`src/rtl/conv3x3_pkg.sv`:
```
// Shared definitions for the 3x3 neighbourhood filter engine:
// kernel encodings, box-blur constants, FSM states and coordinate clamping.
package conv3x3_pkg;

    localparam logic [1:0] MODE_COPY  = 2'd0;
    localparam logic [1:0] MODE_BOX   = 2'd1;
    localparam logic [1:0] MODE_SHARP = 2'd2;
    localparam logic [1:0] MODE_EDGE  = 2'd3;

    // (sum*57)>>9 approximates sum/9 closely enough to keep a flat frame flat
    localparam int BOX_MUL   = 57;
    localparam int BOX_SHIFT = 9;

    typedef enum logic [2:0] {
        ST_IDLE,
        ST_PRIME,
        ST_WAIT,
        ST_CALC,
        ST_WRITE,
        ST_SHIFT,
        ST_FIN
    } state_e;

    // Replicate-border clamp of a tap coordinate into [0, lim-1]
    function automatic int clamp(input int v, input int lim);
        if (v < 0)    return 0;
        if (v >= lim) return lim - 1;
        return v;
    endfunction

endpackage

```
`src/rtl/conv3x3_alu.sv`:
```
// Combinational 3x3 kernel evaluation on taps p0..p8 (row-major, p4 centre).
// Intermediates are signed and wide enough that no kernel overflows before saturation.
module conv3x3_alu
    import conv3x3_pkg::*;
#(
    parameter int PIX_W = 8
) (
    input  logic [8:0][PIX_W-1:0] taps_i,
    input  logic [1:0]            mode_i,
    output logic [PIX_W-1:0]      pix_o
);

    localparam int SW = PIX_W + 12;
    localparam logic signed [SW-1:0] MAXV = SW'((1 << PIX_W) - 1);
    localparam logic signed [SW-1:0] BMUL = SW'(BOX_MUL);

    logic signed [SW-1:0] p [9];
    logic signed [SW-1:0] tsum, box, sharp, gx, gy, mag;

    function automatic logic [PIX_W-1:0] sat(input logic signed [SW-1:0] v);
        if (v < 0)    return '0;
        if (v > MAXV) return '1;
        return v[PIX_W-1:0];
    endfunction

    always_comb begin
        tsum = '0;
        for (int i = 0; i < 9; i++) begin
            p[i] = $signed({{(SW-PIX_W){1'b0}}, taps_i[i]});
            tsum = tsum + p[i];
        end
        box   = (tsum * BMUL) >>> BOX_SHIFT;
        sharp = (p[4] <<< 2) + p[4] - (p[1] + p[3] + p[5] + p[7]);
        gx    = (p[2] + (p[5] <<< 1) + p[8]) - (p[0] + (p[3] <<< 1) + p[6]);
        gy    = (p[6] + (p[7] <<< 1) + p[8]) - (p[0] + (p[1] <<< 1) + p[2]);
        mag   = ((gx < 0) ? -gx : gx) + ((gy < 0) ? -gy : gy);
        case (mode_i)
            MODE_COPY:  pix_o = taps_i[4];
            MODE_BOX:   pix_o = sat(box);
            MODE_SHARP: pix_o = sat(sharp);
            default:    pix_o = sat(mag);
        endcase
    end

endmodule

```
`src/rtl/conv3x3_engine.sv`:
```
// Raster-order 3x3 filter: primes a full window at each row start, then slides
// it one column per pixel, fetching only the new right-hand column.
module conv3x3_engine
    import conv3x3_pkg::*;
#(
    parameter int PIX_W  = 8,
    parameter int IMG_W  = 256,
    parameter int IMG_H  = 256,
    parameter int ADDR_W = 16,
    parameter int RD_LAT = 1
) (
    input  logic              clk,
    input  logic              btnC,
    input  logic              start,
    input  logic              abort,
    input  logic [1:0]        mode,
    output logic              busy,
    output logic              done,
    output logic [ADDR_W-1:0] src_addr,
    input  logic [PIX_W-1:0]  src_dout,
    output logic              dst_we,
    output logic [ADDR_W-1:0] dst_addr,
    output logic [PIX_W-1:0]  dst_din
);

    localparam int XW = $clog2(IMG_W);
    localparam int YW = $clog2(IMG_H);

    state_e                   state_q, state_d;
    logic [3:0]               cnt_q, cnt_d;
    logic [XW-1:0]            x_q, x_d;
    logic [YW-1:0]            y_q, y_d;
    logic [1:0]               mode_q, mode_d;
    logic [8:0][PIX_W-1:0]    win_q, win_d;
    logic [RD_LAT-1:0]        vld_pipe_q;
    logic [RD_LAT-1:0][3:0]   idx_pipe_q;
    logic                     busy_q, done_q, we_q;
    logic [ADDR_W-1:0]        daddr_q;
    logic [PIX_W-1:0]         din_q;

    logic                     issue;
    logic [3:0]               issue_idx;
    int                       rd_x, rd_y, k;
    logic [PIX_W-1:0]         alu_pix;

    conv3x3_alu #(.PIX_W(PIX_W)) u_alu (
        .taps_i (win_q),
        .mode_i (mode_q),
        .pix_o  (alu_pix)
    );

    always_comb begin
        state_d   = state_q;
        cnt_d     = cnt_q;
        x_d       = x_q;
        y_d       = y_q;
        mode_d    = mode_q;
        issue     = 1'b0;
        issue_idx = '0;
        k         = int'(cnt_q);
        rd_x      = 0;
        rd_y      = 0;
        win_d     = win_q;
        case (state_q)
            ST_IDLE: if (start && !abort) begin
                state_d = ST_PRIME;
                cnt_d   = '0;
                x_d     = '0;
                y_d     = '0;
                mode_d  = mode;
            end
            // Column-major fetch of the full 3x3 window
            ST_PRIME: begin
                issue     = 1'b1;
                rd_x      = int'(x_q) - 1 + k / 3;
                rd_y      = int'(y_q) - 1 + k % 3;
                issue_idx = 4'((k % 3) * 3 + k / 3);
                if (cnt_q == 4'd8) begin
                    state_d = ST_WAIT;
                    cnt_d   = '0;
                end else begin
                    cnt_d = cnt_q + 4'd1;
                end
            end
            ST_WAIT: begin
                if (cnt_q == 4'(RD_LAT - 1)) begin
                    state_d = ST_CALC;
                    cnt_d   = '0;
                end else begin
                    cnt_d = cnt_q + 4'd1;
                end
            end
            ST_CALC: state_d = ST_WRITE;
            ST_WRITE: begin
                cnt_d = '0;
                if (int'(x_q) < IMG_W - 1) begin
                    state_d = ST_SHIFT;
                    x_d     = x_q + 1'b1;
                end else if (int'(y_q) < IMG_H - 1) begin
                    state_d = ST_PRIME;
                    x_d     = '0;
                    y_d     = y_q + 1'b1;
                end else begin
                    state_d = ST_FIN;
                end
            end
            // x already points at the new centre; fetch its right-hand column
            ST_SHIFT: begin
                issue     = 1'b1;
                rd_x      = int'(x_q) + 1;
                rd_y      = int'(y_q) - 1 + k;
                issue_idx = 4'(k * 3 + 2);
                if (cnt_q == 4'd0) begin
                    for (int r = 0; r < 3; r++) begin
                        win_d[3*r]   = win_q[3*r+1];
                        win_d[3*r+1] = win_q[3*r+2];
                    end
                end
                if (cnt_q == 4'd2) begin
                    state_d = ST_WAIT;
                    cnt_d   = '0;
                end else begin
                    cnt_d = cnt_q + 4'd1;
                end
            end
            ST_FIN:  state_d = ST_IDLE;
            default: state_d = ST_IDLE;
        endcase
        if (abort && state_q != ST_IDLE)
            state_d = ST_IDLE;
        if (vld_pipe_q[RD_LAT-1])
            win_d[idx_pipe_q[RD_LAT-1]] = src_dout;
    end

    assign src_addr = issue ? ADDR_W'(clamp(rd_y, IMG_H) * IMG_W + clamp(rd_x, IMG_W)) : '0;

    always_ff @(posedge clk or negedge btnC) begin
        if (!btnC) begin
            state_q    <= ST_IDLE;
            cnt_q      <= '0;
            x_q        <= '0;
            y_q        <= '0;
            mode_q     <= '0;
            win_q      <= '0;
            vld_pipe_q <= '0;
            idx_pipe_q <= '0;
            busy_q     <= 1'b0;
            done_q     <= 1'b0;
            we_q       <= 1'b0;
            daddr_q    <= '0;
            din_q      <= '0;
        end else begin
            state_q <= state_d;
            cnt_q   <= cnt_d;
            x_q     <= x_d;
            y_q     <= y_d;
            mode_q  <= mode_d;
            win_q   <= win_d;
            for (int i = RD_LAT - 1; i > 0; i--) begin
                vld_pipe_q[i] <= vld_pipe_q[i-1];
                idx_pipe_q[i] <= idx_pipe_q[i-1];
            end
            vld_pipe_q[0] <= issue;
            idx_pipe_q[0] <= issue_idx;
            // Drop in-flight read tags so a restart never sees stale data
            if (state_d == ST_IDLE)
                vld_pipe_q <= '0;
            busy_q <= !(state_d inside {ST_IDLE, ST_FIN});
            done_q <= (state_d == ST_FIN);
            we_q   <= (state_d == ST_WRITE);
            if (state_q == ST_CALC && state_d == ST_WRITE) begin
                din_q   <= alu_pix;
                daddr_q <= ADDR_W'(int'(y_q) * IMG_W + int'(x_q));
            end
        end
    end

    assign busy     = busy_q;
    assign done     = done_q;
    assign dst_we   = we_q;
    assign dst_addr = daddr_q;
    assign dst_din  = din_q;

endmodule

```
`config.mk`:
```
export PLATFORM = sky130hd
export DESIGN_NAME = conv3x3_engine
export DESIGN_NICKNAME = d
export VERILOG_FILES = /design/src/rtl/conv3x3_pkg.sv /design/src/rtl/conv3x3_alu.sv /design/src/rtl/conv3x3_engine.sv
export SDC_FILE = /design/constraint.sdc
export NUM_CORES = 1
export LEC_CHECK = 0
export CAP_MARGIN = 0
export CELL_PAD_IN_SITES_DETAIL_PLACEMENT = 0
export CELL_PAD_IN_SITES_GLOBAL_PLACEMENT = 2
export CORE_ASPECT_RATIO = 1.75
export CORE_MARGIN = 2
export CORE_UTILIZATION = 44
export CTS_CLUSTER_SIZE = 14
export DETAILED_ROUTE_END_ITERATION = 10
export PLACE_DENSITY = 0.88
export SLEW_MARGIN = 20
export SYNTH_ARGS = -nofsm -noshare
export SYNTH_HDL_FRONTEND = slang
export SYNTH_HIERARCHICAL = 1
export SYNTH_SLANG_ARGS = --single-unit
```
`constraint.sdc`:
```
create_clock -name clk -period 13.1 [get_ports clk]
set_clock_uncertainty 0.15 [all_clocks]
set_input_delay 3.93 -clock clk [delete_from_list [all_inputs] [get_ports clk]]
set_output_delay 3.93 -clock clk [all_outputs]
set_load 0.05 [all_outputs]
```
==> results of run 1 <==
-- worst register-to-register path: cells and delay by family (launching register included) --
kind | cells | cell delay (ps)
xor gates and xnor gates | 2 | 410
AOI/OAI and AO/OA | 8 | 1900
muxes | 1 | 300
buffers and inverters | 6 | 430
DFF | 1 | 530
adders and majority gates | 12 | 4970
and+or+nand+nor | 7 | 1500
-- stage by stage --
stage | std cells | util | setup slack (ps) | cell area, um^2
2_1_floorplan | 2134 | - | 2790 | 18600
3_3_place_gp | 2685 | 0.472 | 1560 | 19600
3_5_place_dp | 2685 | 0.472 | 1410 | 19600
4_1_cts | 2717 | 0.487 | 921 | 20300
5_1_grt | 2717 | 0.488 | 27.3 | 20300
6_report | 2717 | 0.488 | 911 | 20300
-- cell usage in the layout, fill, tap and decap left out, types with 55 or more instances in the layout --
master,n
sky130_fd_sc_hd__xnor2_1,85
sky130_fd_sc_hd__mux2i_1,57
sky130_fd_sc_hd__ha_1,204
sky130_fd_sc_hd__dfrtp_1,129
sky130_fd_sc_hd__nand2_1,173
sky130_fd_sc_hd__inv_1,259
sky130_fd_sc_hd__a21oi_1,124
sky130_fd_sc_hd__fa_1,161
sky130_fd_sc_hd__nor2_1,138
sky130_fd_sc_hd__o21ai_0,146
sky130_fd_sc_hd__clkdlybuf4s50_1,55
-- worst paths after layout --
kind	end	slack (ps)	cells past startpoint
setup / recovery	src_addr[12]	910	32
hold / removal	dst_addr[8]$_DFFE_PN0P_	340	2
setup reg to reg	dst_din[6]$_DFFE_PN0P_	2810	36
hold reg to reg	dst_addr[8]$_DFFE_PN0P_	340	2
max in group asynchronous	win_q[12]$_DFF_PN0_	8160	2
min in group asynchronous	dst_din[2]$_DFFE_PN0P_	3320	1
-- registers in the layout (all words and copies together), names as in the netlist --
| signal | flops |
|---|---|
| win_q | 72 |
| idx_pipe_q | 4 |
| state_q | 3 |
| vld_pipe_q | 1 |
| busy | 1 |
| x_q | 8 |
| dst_din | 8 |
| y_q | 8 |
| dst_we | 1 |
| mode_q | 2 |
| done | 1 |
| dst_addr | 16 |
| cnt_q | 4 |
-- cells by family (layout without fill, tap and decap cells) --
family | count (synthesis) | count (layout) | share of synthesized area
AOI/OAI and AO/OA | 507 | 507 | 0.178
xor gates and xnor gates | 125 | 125 | 0.0595
adders and majority gates | 365 | 365 | 0.312
buffers and inverters | 331 | 359 | 0.0692
DFF | 129 | 129 | 0.174
muxes | 110 | 110 | 0.0631
other | 3 | 24 | 0.000608
and+or+nand+nor | 543 | 543 | 0.143
-- area by class of cell --
cell class              count  area [um^2]
clock inverters            13          199
multi-input cells        1674        14100
flip-flops and latches    129         3230
repair buffers             68          652
fillers                  4105        21300
clock buffers              19          443
inverters                 259          972
well taps                 555          694
-- Yosys cell counts (49+ instances only) --
| cell type | count | area [um^2] |
|---|---|---|
| sky130_fd_sc_hd__nand2_1 | 173 | 649 |
| sky130_fd_sc_hd__ha_1 | 204 | 2550 |
| sky130_fd_sc_hd__mux2i_1 | 57 | 571 |
| sky130_fd_sc_hd__fa_1 | 161 | 3220 |
| sky130_fd_sc_hd__mux2_2 | 53 | 597 |
| sky130_fd_sc_hd__nor3_1 | 49 | 245 |
| sky130_fd_sc_hd__nor2_1 | 141 | 529 |
| sky130_fd_sc_hd__o21ai_0 | 147 | 736 |
| sky130_fd_sc_hd__dfrtp_1 | 129 | 3230 |
| sky130_fd_sc_hd__a21oi_1 | 124 | 621 |
| sky130_fd_sc_hd__xnor2_1 | 85 | 744 |
| sky130_fd_sc_hd__inv_1 | 259 | 972 |
-- per-layer routing --
metal	track usage	vias up	part of all wire
met5	0	-	0
met2	0.535	310	0.58
li1	-	7372	-
met3	0.0215	145	0.019
met1	0.235	7574	0.33
met4	0.150	0	0.063
==> flow_summary_export.csv, run 1 <==
group,metric,value,unit
drt,avgRoutedWirePerCell,20.2,um
synth,yosys_most_used_dff,"sky130_fd_sc_hd__dfrtp_1",
setup_path,path_buf_inv,3,
timing,finalWorstPathRequiredPeriod,12190,ps
clock_network,cts_made_buffers,17,
clock_network,cts_hold_buffers,0,
setup_path,timing.critical_path.required,9020,ps
synth,synth.ff_latch_count,129,
drt,antenna_left,0,
setup_path,critical-path-top-cell-by-count,"sky130_fd_sc_hd__ha_1",
timing,timing_max_transition_violations_final,0,
die,std_cell_rows,99,
die,die_y,275,um
synth,synthDistinctLibCells,92,
clock_network,cts_buffer_depth,2,
synth,postSynth.asyncResetShare,1.00,
timing,finalCritPeriodShare,0.930,
clock_network,worst_setup_hold_path_clk_slew,70,ps
global_routing,first_global_vias,16200,
synth,synth-edff-count,0,
setup_path,crit_path_start,"cnt_q[3]$_DFFE_PN0P_",
die,die_w,159,um
die,io-pin-count,57,
timing,finalHoldWorstSlack,337,ps
setup_path,critical_path.top_delay_family,"compound AO/OA/AOI/OAI gates",
placement,gp_congestion,0.969,
die,coreArea,41600,um^2
drt,drt_pre_antenna_iters,6,
layout,syn2layout_area_growth,9.61,%
setup_path,reg2reg_from,"win_q[35]$_DFF_PN0_",
setup_path,critical-path-max-stage-delay,730,ps
global_routing,largest_net_degree_at_the_start_of_global_routing,73,
drt,1st_iter_drt_viols,783,
global_routing,global_route_overflow,0,
clock_network,clock_sinks,129,
drt,detail_route.wirelength,54.9,mm
die,initial_utilization,0.445,
global_routing,grt_antenna_before_repair,0,
setup_path,timing.critical_path.from_type,"register",
status,status,"completed",
setup_path,cp.arrival,8110,ps
timing,achievable-frequency,82.0,MHz
setup_path,endpoint_kind,"output port",
clock_network,root_buffer,"sky130_fd_sc_hd__clkbuf_16",
timing,finalSetupViolations,0,
timing,totalNegativeSetupSlack,0,ps
global_routing,grt_pass1_wl,87.2,mm
hold_path,min-delay-start,"dst_addr[8]$_DFFE_PN0P_",
clock_network,ctsResizeCount,0,
clock_network,cts_htree_levels,4,
synth,synth_area,18500,um^2
timing,grt_setup_unrepaired,"no",
setup_path,worstPathMaxFanout,9,
layout,drive_gt1_frac,0.0634,
hold_path,hp-class,"reg2reg",
placement,numPortBuffers,56,
clock_network,clk-insertion-delay-late,450,ps
synth,syn_area_per_cell,8.76,um^2
drt,drc_errors,0,
timing,timing_worst_slew_pin_value,964,ps
setup_path,critPathSlowestCell,"sky130_fd_sc_hd__clkdlybuf4s50_1",
synth,synth_sequential_area_ratio,0.174,
timing,final-hold-violation-count,0,
synth,number_of_instances_in_the_synthesized_netlist,2113,
die,die_area,43800,um^2
job,cap_viol_max_count,0,
clock_network,cts_setup_buffers,0,
clock_network,tritoncts,"built",
placement,detailed_place_hpwl,45.7,mm
drt,routed-via-count,15400,
layout,nNetsFinal,2528,
layout,n_antenna_cell,0,
global_routing,grtUsageTotal,0.255,
synth,ys.warnings.count,6,
drt,avgViaCountPerCell,5.67,
setup_path,criticalPathCategory,"reg2out",
timing,slew_headroom,0.352,
Power of run 1 is left out: the tool's default activity adds up to more than one toggle a clock period on the data nets, which glitch-free logic cannot reach.
==> inputs of run 2 (changes only) <==
==> constraint.sdc (replaced) <==
create_clock -name clk -period 13.1 [get_ports clk]
set_clock_uncertainty 0.15 [all_clocks]
set_input_delay 2.62 -clock clk [delete_from_list [all_inputs] [get_ports clk]]
set_output_delay 2.62 -clock clk [all_outputs]
set_load 0.05 [all_outputs]
==> run 2 against run 1 <==
Compared with the run above: final area down 0.27%; sequential share of layout area is essentially flat; worst setup slack improved by 1100 ps; core utilization down 0.13 points; first-iteration DRC count fell by 5.9%; die area unchanged; critical path depth shrank 3; flip-flop and latch count did not move; global-route usage up 0.22 points; worst hold slack improved by 1.5 ps.
==> flow_summary_export.csv, run 2 (same netlist as run 1, synthesis figures left out) <==
group,metric,value,unit
die,die_area,43800,um^2
layout,largest_reg_flops,72,
timing,achievable-frequency,90.1,MHz
global_routing,grt_pass1_wl,87.9,mm
placement,detailed_place_hpwl,46.6,mm
clock_network,tritoncts,"built",
setup_path,critPathSlowestCell,"sky130_fd_sc_hd__nor2b_2",
clock_network,clock_sinks,129,
global_routing,grt_antenna_before_repair,0,
die,coreArea,41600,um^2
placement,dpl_cell_area,19700,um^2
timing,final.setup.worst_slack,2000,ps
timing,finalSetupViolations,0,
die,die_w,159,um
clock_network,worst_setup_hold_path_clk_slew,60,ps
job,cap_viol_max_count,0,
clock_network,root_buffer,"sky130_fd_sc_hd__clkbuf_16",
drt,1st_iter_drt_viols,737,
setup_path,worstPathMaxFanout,17,
drt,drt_pre_antenna_iters,5,
timing,totalNegativeSetupSlack,0,ps
clock_network,cts_htree_levels,4,
layout,seq_area,3230,um^2
placement,gp_congestion,0.950,
drt,detail_route.wirelength,55.7,mm
clock_network,ctsResizeCount,0,
status,status,"completed",
hold_path,hp-class,"reg2reg",
timing,timing_worst_slew_pin_value,993,ps
setup_path,endpoint_kind,"output port",
setup_path,critical-path-max-stage-delay,750,ps
layout,syn2layout_area_growth,9.32,%
setup_path,criticalPathCategory,"reg2out",
timing,final-hold-violation-count,0,
clock_network,cts_made_buffers,17,
timing,slew_headroom,0.333,
die,initial_utilization,0.445,
clock_network,clk-insertion-delay-late,450,ps
timing,finalWorstPathRequiredPeriod,11100,ps
global_routing,largest_net_degree_at_the_start_of_global_routing,66,
global_routing,first_global_vias,16400,
timing,grt_setup_unrepaired,"no",
setup_path,timing.critical_path.from_type,"register",
layout,finish.instance_area,20200,um^2
drt,routed-via-count,15400,
layout,most_frequent_cells_in_the_layout,"259 x sky130_fd_sc_hd__inv_1, 204 x sky130_fd_sc_hd__ha_1, 173 x sky130_fd_sc_hd__nand2_1",
layout,drive_gt1_frac,0.0643,
layout,nNetsFinal,2528,
placement,dpl_worst_slack,2500,ps
clock_network,cts_hold_buffers,0,
die,io-pin-count,57,
clock_network,cts_buffer_depth,2,
clock_network,cts_setup_buffers,0,
layout,mostFrequentLayoutCell,"sky130_fd_sc_hd__inv_1",
layout,top_register,"win_q",
placement,numPortBuffers,56,
global_routing,grtUsageTotal,0.257,
layout,n_antenna_cell,0,
die,std_cell_rows,99,
setup_path,timing.critical_path.required,10330,ps
timing,timing_max_transition_violations_final,0,
drt,drc_errors,0,
layout,multi_input_gate_area,14100,um^2
drt,antenna_left,0,
layout,n_fill_cell,4070,
timing,finalCritPeriodShare,0.847,
die,die_y,275,um
setup_path,cp.arrival,8330,ps
global_routing,global_route_overflow,0,
drt,avgViaCountPerCell,5.68,
drt,avgRoutedWirePerCell,20.5,um
## run 2: critical path: cells and delay by family (launching register included)
kind	cells	cell delay, ps
compound gates	10	2340
simple gates	9	2010
fa+ha+maj	4	1390
buf+inv	2	930
xor+xnor	4	720
flops	1	490
## run 2: metal layers
layer | vias up | track usage | wire, um
met3 | 155 | 0.0236 | 1110
met5 | - | 0 | 0
met2 | 317 | 0.535 | 32700
met1 | 7582 | 0.240 | 18400
li1 | 7369 | - | -
met4 | 0 | 0.150 | 3450
## run 2: through the flow
step | std cells | hold slack [ps] | utilization
after floorplan | 2134 | 379 | -
after CTS | 2717 | 347 | 0.486
after global routing | 2717 | 368 | 0.486
final | 2717 | 338 | 0.486
after detailed placement | 2685 | 333 | 0.472
after global placement | 2685 | 325 | 0.472
## run 2: final timing paths
kind	depth (start not counted)	end	slack, ps	from
hold / removal	2	dst_addr[1]$_DFFE_PN0P_	340	dst_addr[1]$_DFFE_PN0P_
min in group asynchronous	1	dst_din[5]$_DFFE_PN0P_	1990	btnC
hold reg to reg	2	dst_addr[1]$_DFFE_PN0P_	340	dst_addr[1]$_DFFE_PN0P_
max in group asynchronous	2	win_q[18]$_DFFE_PN0P_	9400	btnC
setup / recovery	29	src_addr[12]	2000	cnt_q[2]$_DFFE_PN0P_
setup reg to reg	36	dst_din[2]$_DFFE_PN0P_	3330	win_q[11]$_DFF_PN0_
## run 2: area by class of cell
type                    count  share of cell area
multi-input cells        1674               0.697
flip-flops and latches    129               0.160
inverters                 259              0.0480
well taps                 555              0.0343
repair buffers             68              0.0322
clock buffers              21              0.0237
clock inverters            11             0.00519
Power of run 2 is left out for the same reason.
==> inputs of run 3 (changes only) <==
CORE_UTILIZATION = 41   (was 44)
PLACE_DENSITY = 0.83   (was 0.88)
clock period = 11.4 ns   (was 13.1 ns; I/O delays follow)
==> run 3 against run 2 <==
Compared with the run above: die area increased by 7.2%; global-route usage decreased by 1.1 points; critical path type unchanged; first-iteration DRC count increased by 0.41%; register-to-register slack got worse by 2100 ps; sequential share of layout area about the same; worst setup slack got worse by 980 ps; critical endpoint is now src_addr[11]; core utilization decreased by 3.4 points; largest cell class unchanged.
==> flow_summary_export.csv, run 3 (same netlist as run 1, synthesis figures left out) <==
group,metric,value,unit
global_routing,first_global_vias,16400,
layout,mostFrequentLayoutCell,"sky130_fd_sc_hd__inv_1",
drt,drc_errors,0,
die,std_cell_rows,103,
layout,syn2layout_area_growth,9.62,%
die,die_area,46900,um^2
timing,slew_headroom,0.322,
global_routing,use_met1,0.241,
die,initial_utilization,0.413,
timing,final-hold-violation-count,0,
timing,finalWorstPathRequiredPeriod,10380,ps
clock_network,clock_sinks,129,
timing,finalCritPeriodShare,0.910,
global_routing,grtUsageTotal,0.246,
layout,seq_area,3230,um^2
setup_path,criticalPathCategory,"reg2out",
setup_path,critPathSlowestCell,"sky130_fd_sc_hd__clkdlybuf4s50_1",
clock_network,ctsResizeCount,0,
clock_network,cts_made_buffers,17,
drt,avgViaCountPerCell,5.64,
global_routing,largest_net_degree_at_the_start_of_global_routing,71,
setup_path,endpoint_kind,"output port",
hold_path,hp-class,"reg2reg",
clock_network,clk-insertion-delay-late,450,ps
drt,drt_pre_antenna_iters,5,
die,coreArea,44800,um^2
placement,detailed_place_hpwl,46.5,mm
hold_path,hold_path_end,"dst_addr[0]$_DFFE_PN0P_",
setup_path,regToRegSetupSlack,1260,ps
layout,n_antenna_cell,0,
layout,most_frequent_cells_in_the_layout,"259 x sky130_fd_sc_hd__inv_1, 204 x sky130_fd_sc_hd__ha_1, 173 x sky130_fd_sc_hd__nand2_1",
drt,antenna_left,0,
placement,gp_congestion,0.926,
global_routing,grt.met2_usage,0.496,
layout,largest_reg_flops,72,
hold_path,hold_depth,2,
drt,detail_route.wirelength,56.1,mm
timing,achievable-frequency,96.4,MHz
timing,timing_max_transition_violations_final,0,
setup_path,cp.arrival,7950,ps
status,status,"completed",
global_routing,global_route_overflow,0,
global_routing,grt_util_met3,0.0215,
setup_path,worst_r2r_endpoint,"dst_din[1]$_DFFE_PN0P_",
timing,finalSetupViolations,0,
layout,drive_gt1_frac,0.0660,
clock_network,cts_setup_buffers,0,
setup_path,worstPathMaxFanout,13,
drt,1st_iter_drt_viols,740,
clock_network,worst_setup_hold_path_clk_slew,70,ps
layout,multi_input_gate_area,14100,um^2
layout,top_register,"win_q",
placement,numPortBuffers,56,
global_routing,grt_antenna_before_repair,0,
setup_path,critical-path-top-cell-by-count,"sky130_fd_sc_hd__ha_1",
clock_network,cts_hold_buffers,0,
job,cap_viol_max_count,0,
layout,nNetsFinal,2533,
global_routing,global_route.peak_usage_layer,"met2",
global_routing,grt_pass1_wl,88.7,mm
die,die_w,165,um
timing,totalNegativeSetupSlack,0,ps
clock_network,tritoncts,"built",
drt,routed-via-count,15500,
hold_path,min-delay-start,"dst_addr[0]$_DFFE_PN0P_",
timing,timing_worst_slew_pin_value,1010,ps
drt,avgRoutedWirePerCell,20.5,um
setup_path,timing.critical_path.from_type,"register",
clock_network,cts_buffer_depth,2,
setup_path,critical-path-max-stage-delay,700,ps
setup_path,timing.critical_path.required,8970,ps
timing,grt_setup_unrepaired,"no",
die,io-pin-count,57,
die,die_y,285,um
timing,finalHoldWorstSlack,334,ps
setup_path,reg2reg_from,"win_q[35]$_DFF_PN0_",
layout,n_fill_cell,4487,
clock_network,cts_htree_levels,4,
setup_path,rr_worst_depth,36,
clock_network,root_buffer,"sky130_fd_sc_hd__clkbuf_16",
==> run 3: changes by cell type in the layout (fill, tap and decap cells not counted), moves of 2 or more <==
| cell | before | now |
|---|---|---|
| sky130_fd_sc_hd__clkbuf_8 | 4 | 0 |
| sky130_fd_sc_hd__inv_8 | 0 | 4 |
| sky130_fd_sc_hd__nor2_1 | 138 | 140 |
| sky130_fd_sc_hd__clkinv_4 | 5 | 2 |
| sky130_fd_sc_hd__nor2_2 | 2 | 0 |
| sky130_fd_sc_hd__clkinv_2 | 3 | 1 |
| sky130_fd_sc_hd__inv_6 | 1 | 5 |
| sky130_fd_sc_hd__buf_4 | 12 | 17 |
==> run 3: worst max path at each step <==
| stage | from | cells after the start | end |
|---|---|---|---|
| floorplan | win_q[10]$_DFF_PN0_ | 34 | dst_din[1]$_DFFE_PN0P_ |
| global placement | win_q[35]$_DFF_PN0_ | 36 | dst_din[1]$_DFFE_PN0P_ |
| detailed placement | win_q[35]$_DFF_PN0_ | 36 | dst_din[1]$_DFFE_PN0P_ |
| CTS | cnt_q[3]$_DFFE_PN0P_ | 32 | src_addr[11] |
| global route | cnt_q[3]$_DFFE_PN0P_ | 32 | src_addr[11] |
| finish | cnt_q[3]$_DFFE_PN0P_ | 30 | src_addr[11] |
==> run 3: per-stage QoR <==
stage          instances   util  instance area (um^2)  worst slack, ps
2_1_floorplan       2134      -                 18600             2580
3_3_place_gp        2711  0.440                 19700             1330
3_5_place_dp        2712  0.440                 19700             1210
4_1_cts             2744  0.453                 20300              998
5_1_grt             2744  0.453                 20300              303
6_report            2744  0.453                 20300             1020
==> run 3: routing by layer <==
layer / vias to the layer above / wire length [um] / share of wire
met5: - / 0 / 0
met4: 0 / 3170 / 0.057
met3: 126 / 1110 / 0.020
met2: 315 / 32200 / 0.57
met1: 7655 / 19600 / 0.35
li1: 7368 / - / -
==> run 3: area by class of cell <==
class	instances	share of cell area
clock buffer	17	0.0210
clock inverter	15	0.00703
inverter	259	0.0479
multi-input combinational	1674	0.695
sequential	129	0.159
tap	577	0.0356
timing repair buffer	73	0.0340
==> run 3: worst max-delay path: cells and delay by family (launching register included) <==
| family | cells | cell delay (ps) |
|---|---|---|
| fa+ha+maj | 8 | 2250 |
| xor+xnor | 3 | 490 |
| compound gates | 10 | 2450 |
| buf+inv | 5 | 1180 |
| flops | 1 | 490 |
| simple gates | 4 | 590 |
Power of run 3 is left out for the same reason.
